--- src/rtl/vga_pkg.sv ---
// Default 640x480 @ 60 Hz timing constants (50 MHz system clock) and count-window helper
// shared by the VGA sync generator and its pixel divider.
package vga_pkg;

    localparam int unsigned CNT_W     = 10;
    localparam int unsigned DIV_W     = 4;
    localparam int unsigned FC_W      = 8;
    localparam int unsigned MAX_TOTAL = 1 << CNT_W;

    localparam int unsigned DEF_H_DISPLAY = 640;
    localparam int unsigned DEF_H_FRONT   = 16;
    localparam int unsigned DEF_H_SYNC    = 96;
    localparam int unsigned DEF_H_BACK    = 48;
    localparam int unsigned DEF_V_DISPLAY = 480;
    localparam int unsigned DEF_V_FRONT   = 10;
    localparam int unsigned DEF_V_SYNC    = 2;
    localparam int unsigned DEF_V_BACK    = 33;
    localparam int unsigned DEF_CLK_DIV   = 2;

    localparam int unsigned DEF_H_TOTAL = DEF_H_DISPLAY + DEF_H_FRONT + DEF_H_SYNC + DEF_H_BACK;
    localparam int unsigned DEF_V_TOTAL = DEF_V_DISPLAY + DEF_V_FRONT + DEF_V_SYNC + DEF_V_BACK;

    // Count c lies in [lo, hi); evaluated in 32 bits so hi may reach 2**CNT_W.
    function automatic logic in_window(input logic [CNT_W-1:0] c,
                                       input int unsigned lo,
                                       input int unsigned hi);
        return (32'(c) >= lo) && (32'(c) < hi);
    endfunction

endpackage

--- src/rtl/pixel_tick_div.sv ---
// Divides the system clock down to the pixel rate; p_tick is a registered one-clk strobe
// that is high while the divider sits on its last count (constantly high when CLK_DIV=1).
module pixel_tick_div
    import vga_pkg::*;
#(
    parameter int unsigned CLK_DIV = DEF_CLK_DIV
) (
    input  logic clk,
    input  logic reset_n,
    output logic p_tick
);

    localparam logic [DIV_W-1:0] DIV_LAST = DIV_W'(CLK_DIV - 1);

    if (CLK_DIV < 1 || CLK_DIV > 16) begin : g_bad_div
        $error("pixel_tick_div: CLK_DIV=%0d outside 1..16", CLK_DIV);
    end

    logic [DIV_W-1:0] div_cnt;
    logic [DIV_W-1:0] div_next;

    always_comb begin
        div_next = div_cnt + DIV_W'(1);
        if (div_cnt == DIV_LAST) begin
            div_next = '0;
        end
    end

    // Strobe is decoded from the next count so it is aligned with div_cnt == CLK_DIV-1.
    always_ff @(posedge clk or negedge reset_n) begin
        if (!reset_n) begin
            div_cnt <= '0;
            p_tick  <= (CLK_DIV == 1);
        end else begin
            div_cnt <= div_next;
            p_tick  <= (div_next == DIV_LAST);
        end
    end

endmodule

--- src/rtl/vga_sync_gen.sv ---
// VGA timing generator: pixel divider, h/v counters, registered sync/blank decode, frame pulse.
// Define VGA_SYNC_FRAME_CNT_EN to build the 8-bit frame counter; otherwise frame_count is 0.
module vga_sync_gen
    import vga_pkg::*;
#(
    parameter int unsigned H_DISPLAY = DEF_H_DISPLAY,
    parameter int unsigned H_FRONT   = DEF_H_FRONT,
    parameter int unsigned H_SYNC    = DEF_H_SYNC,
    parameter int unsigned H_BACK    = DEF_H_BACK,
    parameter int unsigned V_DISPLAY = DEF_V_DISPLAY,
    parameter int unsigned V_FRONT   = DEF_V_FRONT,
    parameter int unsigned V_SYNC    = DEF_V_SYNC,
    parameter int unsigned V_BACK    = DEF_V_BACK,
    parameter int unsigned CLK_DIV   = DEF_CLK_DIV
) (
    input  logic             clk,
    input  logic             reset_n,
    output logic             p_tick,
    output logic [CNT_W-1:0] pixel_x,
    output logic [CNT_W-1:0] pixel_y,
    output logic             video_on,
    output logic             hsync,
    output logic             vsync,
    output logic             frame_start,
    output logic [FC_W-1:0]  frame_count
);

    localparam int unsigned H_TOTAL = H_DISPLAY + H_FRONT + H_SYNC + H_BACK;
    localparam int unsigned V_TOTAL = V_DISPLAY + V_FRONT + V_SYNC + V_BACK;
    localparam int unsigned HS_LO   = H_DISPLAY + H_FRONT;
    localparam int unsigned HS_HI   = H_DISPLAY + H_FRONT + H_SYNC;
    localparam int unsigned VS_LO   = V_DISPLAY + V_FRONT;
    localparam int unsigned VS_HI   = V_DISPLAY + V_FRONT + V_SYNC;

    localparam logic [CNT_W-1:0] H_LAST = CNT_W'(H_TOTAL - 1);
    localparam logic [CNT_W-1:0] V_LAST = CNT_W'(V_TOTAL - 1);

    if (H_TOTAL > MAX_TOTAL || V_TOTAL > MAX_TOTAL) begin : g_bad_total
        $error("vga_sync_gen: H_TOTAL=%0d V_TOTAL=%0d exceed %0d", H_TOTAL, V_TOTAL, MAX_TOTAL);
    end

    pixel_tick_div #(
        .CLK_DIV (CLK_DIV)
    ) u_div (
        .clk     (clk),
        .reset_n (reset_n),
        .p_tick  (p_tick)
    );

    logic [CNT_W-1:0] h_next;
    logic [CNT_W-1:0] v_next;
    logic             frame_wrap;

    always_comb begin
        h_next = pixel_x;
        v_next = pixel_y;
        if (p_tick) begin
            if (pixel_x == H_LAST) begin
                h_next = '0;
                v_next = (pixel_y == V_LAST) ? '0 : pixel_y + CNT_W'(1);
            end else begin
                h_next = pixel_x + CNT_W'(1);
            end
        end
    end

    assign frame_wrap = p_tick && (pixel_x == H_LAST) && (pixel_y == V_LAST);

    // Decode the next count so sync/blank flops change together with the coordinates.
    always_ff @(posedge clk or negedge reset_n) begin
        if (!reset_n) begin
            pixel_x     <= '0;
            pixel_y     <= '0;
            video_on    <= 1'b1;
            hsync       <= 1'b1;
            vsync       <= 1'b1;
            frame_start <= 1'b0;
        end else begin
            pixel_x     <= h_next;
            pixel_y     <= v_next;
            video_on    <= in_window(h_next, 0, H_DISPLAY) && in_window(v_next, 0, V_DISPLAY);
            hsync       <= !in_window(h_next, HS_LO, HS_HI);
            vsync       <= !in_window(v_next, VS_LO, VS_HI);
            frame_start <= frame_wrap;
        end
    end

`ifdef VGA_SYNC_FRAME_CNT_EN
    always_ff @(posedge clk or negedge reset_n) begin
        if (!reset_n) begin
            frame_count <= '0;
        end else if (frame_wrap) begin
            frame_count <= frame_count + FC_W'(1);
        end
    end
`else
    assign frame_count = FC_W'(0);
`endif

endmodule

--- config.mk ---
export PLATFORM = sky130hd
export DESIGN_NAME = vga_sync_gen
export DESIGN_NICKNAME = d
export VERILOG_FILES = /design/src/rtl/vga_pkg.sv /design/src/rtl/pixel_tick_div.sv /design/src/rtl/vga_sync_gen.sv
export SDC_FILE = /design/constraint.sdc
export NUM_CORES = 1
export LEC_CHECK = 0
export BUFFER_PORTS_ARGS = -buffer_cell sky130_fd_sc_hd__buf_2
export CAP_MARGIN = 20
export CORE_ASPECT_RATIO = 1.1
export CORE_MARGIN = 1
export CORE_UTILIZATION = 41
export DETAILED_ROUTE_END_ITERATION = 10
export PLACE_DENSITY = 0.64
export SLEW_MARGIN = 20
export SYNTH_ARGS = -nofsm -noshare
export SYNTH_HDL_FRONTEND = slang
export SYNTH_SLANG_ARGS = --single-unit
--- constraint.sdc ---
create_clock -name clk -period 3.8 [get_ports clk]
set_input_delay 0.76 -clock clk [delete_from_list [all_inputs] [get_ports clk]]
set_output_delay 0.76 -clock clk [all_outputs]
set_load 0.01 [all_outputs]
Word level (Yosys, flattened, before mapping)
Index checks and enable logic that the tools add are counted.

storage, ports and cells
  flip-flop bits (word level) = 29
  input bits = 2

cells by class
  add/subtract/negate cells = 3
  $lt $le $gt $ge = 6
  equality and inequality tests = 4
  mux-type cells = 6
  reductions and logical operators = 7

operators with widths
  kind                                                         number
  two-way mux 10 bit                                           5
  adder 10 x 1 -> 10 bit, second input constant                2
  equality test 10 bit, second input constant                  2
  less-than comparator 10 bit, second input constant           2
  less-than comparator 10 x 9 -> 1 bit, second input constant  2
  >= comparator 10 bit, second input constant                  1
  >= comparator 10 x 9 -> 1 bit, second input constant         1
  equality test 4 x 1 -> 1 bit, second input constant          2
  logical AND 1 bit                                            5
  adder 4 x 1 -> 4 bit, second input constant                  1
  two-way mux 4 bit                                            1
  zero test 1 bit                                              2

Depth between registers and ports, before layout
  depth in word-level cells = 7
  depth in mapped cells = 8

Modules after synthesis
From an unflattened synthesis, not the netlist that was laid out.

second synthesis, totals
  cell total of the unflattened synthesis = 167
  area, all modules = 1609.0 µm²

modules (own cells, without submodules)
  module          instances  cells an instance  area an instance (µm²)  sequential area each (µm²)
  vga_sync_gen    1          152                1421.4                  604.3
  pixel_tick_div  1          15                 187.7                   125.1

Least setup slack after synthesis
OpenSTA, ideal clock, no wires.

  path type = register -> register
  from = reg pixel_x[0]
  to = reg pixel_y[6]
  setup time = 0.130 ns
  arrival = 1.602 ns
  required time = 3.670 ns
  slack = 2.069 ns
  cell stages (with the launch flop) = 8
  buffers on the path = 2
  cells stage by stage = dfrtp_1 -> ha_1 -> nand3_1 -> nor3_4 -> buf_6 -> buf_4 -> nand4_1 -> xnor2_1

between the ends
  word-level cells in the longest chain between the ends = 3

RTL lines
  item                    RTL line            source
  start, declared         vga_sync_gen.sv:19  output logic [CNT_W-1:0] pixel_x,
  start signal, assigned  vga_sync_gen.sv:79  pixel_x <= h_next;
  equality test 10 bit    vga_sync_gen.sv:58  if (pixel_x == H_LAST) begin
  two-way mux 10 bit      vga_sync_gen.sv:58
  two-way mux 10 bit      vga_sync_gen.sv:57  if (p_tick) begin
  via v_next[6]           vga_sync_gen.sv:51  logic [CNT_W-1:0] v_next;
  end signal, assigned    vga_sync_gen.sv:80  pixel_y <= v_next;
  end, declared           vga_sync_gen.sv:20  output logic [CNT_W-1:0] pixel_y,

The timed path passes the listed nets, and every way through them passes these cells.

Worst setup path in the final report
  from = reg pixel_x[0]
  to = reg vsync

between the ends
  word-level cells in the longest chain between the ends = 6
  elaborated cells between the ends (all ways) = 7

RTL lines
  item                                                                                   RTL line            source
  equality test 10 bit *                                                                 vga_sync_gen.sv:58
  two-way mux 10 bit *                                                                   vga_sync_gen.sv:58
  two-way mux 10 bit *                                                                   vga_sync_gen.sv:57
  >= comparator 10 x 9 -> 1 bit or less-than comparator 10 x 9 -> 1 bit (tied branches)  vga_pkg.sv:27       return (32'(c) >= lo) && (32'(c) < hi);
  logical AND 1 bit *                                                                    vga_pkg.sv:27
  zero test 1 bit *                                                                      vga_sync_gen.sv:83  vsync <= !in_window(v_next, VS_LO, VS_HI);
  end signal, assigned                                                                   vga_sync_gen.sv:83
  end, declared                                                                          vga_sync_gen.sv:23  output logic vsync,

Every way passes the cells marked *; elsewhere a longest branch is shown, timed or not.

==> flow_summary.toml <==
[timing]
max_slew.worst_pin.slew_ps = 758.5
period_minus_slack_ps = 2234
finalHoldViolations = 0
whs_ps = 488.9
drv_slew = 0
clock.fmax_ghz = 0.4476
clock_skew_ps = 6.532
rsz0062_at_grt = "no"
setup_viol = 0
fin_tns_setup_ps = 0
slew_headroom = 0.4927
setup_ws_ps = 1566
finalCritPeriodShare = 0.5880

[placement]
io_buffer_count = 26
dp_slack_ps = 1562
dp_hpwl_um = 2380
gp_congestion = 0.8281
dp_cells = 236

[yosys]
synth-simple-area-share = 0.2554
ys_ff_latch = 29
synth-adder-area-share = 0.02322
synth_warnings = 0
synthTopCellsByCount = "dfrtp_1 (26), nand2_1 (18), nor2_1 (12)"
synth-edff-count = 0
ys_seq_area_frac = 0.4512
synth_area_leaders = "dfrtp_1 (40%), dfstp_2 (4.9%), xnor2_1 (4.9%)"
synth_compound_area_frac = 0.1053
ys.flop_type = "dfrtp_1"
muxShareOfSynthArea = 0.01316
yosysTopAreaCell = "dfrtp_1"
syn_inst = 168
yosys.cell_types.count = 47
synth_top_area_share = 0.4025
avgSynthCellArea_um2 = 9.622
netlist_area_um2 = 1617
synth_top_family_by_area = "simple AND/OR/NAND/NOR gates"
synthArstFlopShare = 1.000
yosysMostFrequentCell = "dfrtp_1"
synth_xor_area_frac = 0.07043

[outcome]
status = "finished clean"

[die]
die_w_um = 61.87
initial_utilization = 0.4355
fp.dieH_um = 67.86
ios = 35
rows = 23
die_area_um2 = 4198
core-area_um2 = 3712

[clocking]
clock-sinks = 29
cts_buffer_depth = 2
htreeDepth = 2
clk_pin_slew_ps = 60
cts_setup_buffers = 0
cts_made_buffers = 5
hold_buffers = 0
clk_latency_ps = 280
cts_resized = 0
cts_tree = "done"
clockRootBuffer = "clkbuf_8"

[global_routing]
antenna_found_initial = 0
track_usage = 0.1742
grt_max_degree = 30
grt_pass1_vias = 1163
grt_pass1_wl_um = 5319
grt_remaining_overflow = 0

[worst_setup_path]
worst_path_max_delay_cell = "nor3_4"
max_stage_delay_ps = 700
start_kind = "flip-flop"
cp-end-kind = "flip-flop"
crit_type = "reg -> reg"
cp_cell_sequence = "ha_1, nand3_1, nor3_4, o211ai_1, a22oi_2, o2111ai_1"
cp.arrival_ps = 2420
rrSetupSlack_ps = 1570
required_ps = 3990
r2r_cells = 6
crit_fanout = 22

[route]
met2_length_um = 1630
drt-met1-wl_um = 1465
drc_errors = 0
wl_um = 3300
maxUsedRoutingLayer = "met4"
drtIter0Drc = 76
vias = 1281
dr_wl_met3_um = 183
ant_nets = 0
wl_per_cell_um = 13.52
vias_per_cell = 5.250
first_pass_iters = 4

[flow_run]
drv_cap = 0

[layout]
drive_above_1_share = 0.2577
synthToLayoutAreaGrowth_pct = 13.54
stdcell_count = 244
diodes = 0
fillers = 362
nets = 198

[min_path]
min_path_type = "reg -> reg"
hold-path-cell-count = 1

[power]
vdd_drop_max_v = 0.0002297
power.total_w = 0.0005982
p_leak_nw = 0.8578
powerDensity_nw_per_um2 = 325.9
-- layout make-up --
cell class	instances	area, um^2	area share
multi-input combinational	124	785.8	0.4281
sequential	29	729.5	0.3974
timing repair buffer	26	130.1	0.07089
clock buffer	7	96.34	0.05249
tap	50	62.56	0.03408
inverter	7	26.28	0.01431
clock inverter	1	5.005	0.002727
-- path summary, 6_finish.rpt --
check	start	end
max	pixel_x[0]$_DFF_PN0_	vsync$_DFF_PN1_
min	u_div.div_cnt[3]$_DFF_PN0_	u_div.p_tick$_DFF_PN0_
max reg2reg	pixel_x[0]$_DFF_PN0_	vsync$_DFF_PN1_
min reg2reg	u_div.div_cnt[3]$_DFF_PN0_	u_div.p_tick$_DFF_PN0_
max in group asynchronous	reset_n	pixel_x[5]$_DFF_PN0_
min in group asynchronous	reset_n	frame_start$_DFF_PN0_
-- per-stage QoR --
step	cell area, um^2	util
after floorplan	1643	-
after global placement	1734	0.4671
after detailed placement	1734	0.4671
after CTS	1836	0.4944
after global routing	1836	0.4944
final	1836	0.4944
-- metal layers --
| metal | track usage | up-vias |
|---|---|---|
| li1 | - | 626 |
| met1 | 0.2251 | 606 |
| met2 | 0.2769 | 45 |
| met3 | 0.04915 | 4 |
| met4 | 0.06111 | 0 |
| met5 | 0 | - |
-- critical path: cells and delay by family, from the launching register on --
| kind | cells | cell delay, ps |
|---|---|---|
| simple gates | 2 | 900 |
| compound gates | 3 | 620 |
| flops | 1 | 400 |
| fa+ha+maj | 1 | 220 |
-- state kept, by name, summed over array words and instances (netlist names) --
register / count
pixel_y: 10
vsync: 1
pixel_x: 10
video_on: 1
u_div.div_cnt: 4
u_div.p_tick: 1
hsync: 1
frame_start: 1
-- cells by family (layout without fill, tap and decap cells) --
kind of cell / count (synthesis) / in the layout
compound gates: 23 / 23
xor+xnor: 13 / 13
fa+ha+maj: 3 / 3
buf+inv: 22 / 41
flops: 29 / 29
mux: 2 / 2
other cells: 1 / 8
simple gates: 75 / 75
-- placed cells by master, fill, tap and decap left out, types with 2 or more instances in the layout --
cell type / instances
clkbuf_8: 7
nand4b_1: 2
and3_1: 2
nand3_1: 8
or3_1: 3
conb_1: 8
o21ai_0: 6
nand2b_1: 2
nor4_1: 3
a31o_2: 2
xor2_1: 4
nor3b_1: 2
a21oi_1: 3
dfrtp_1: 26
ha_1: 3
nor3_1: 5
nand4_1: 8
nor2_1: 12
nand2_1: 18
a22oi_2: 2
o211ai_1: 3
buf_2: 26
xnor2_1: 9
inv_1: 6
dfstp_2: 3
-- power by group --
group          switching [W]  internal, W
combinational     0.00000947  0.000000369
sequential                 0     0.000309
clock               0.000116     0.000163
total               0.000125     0.000473
Power figures use the tool's default switching activity.
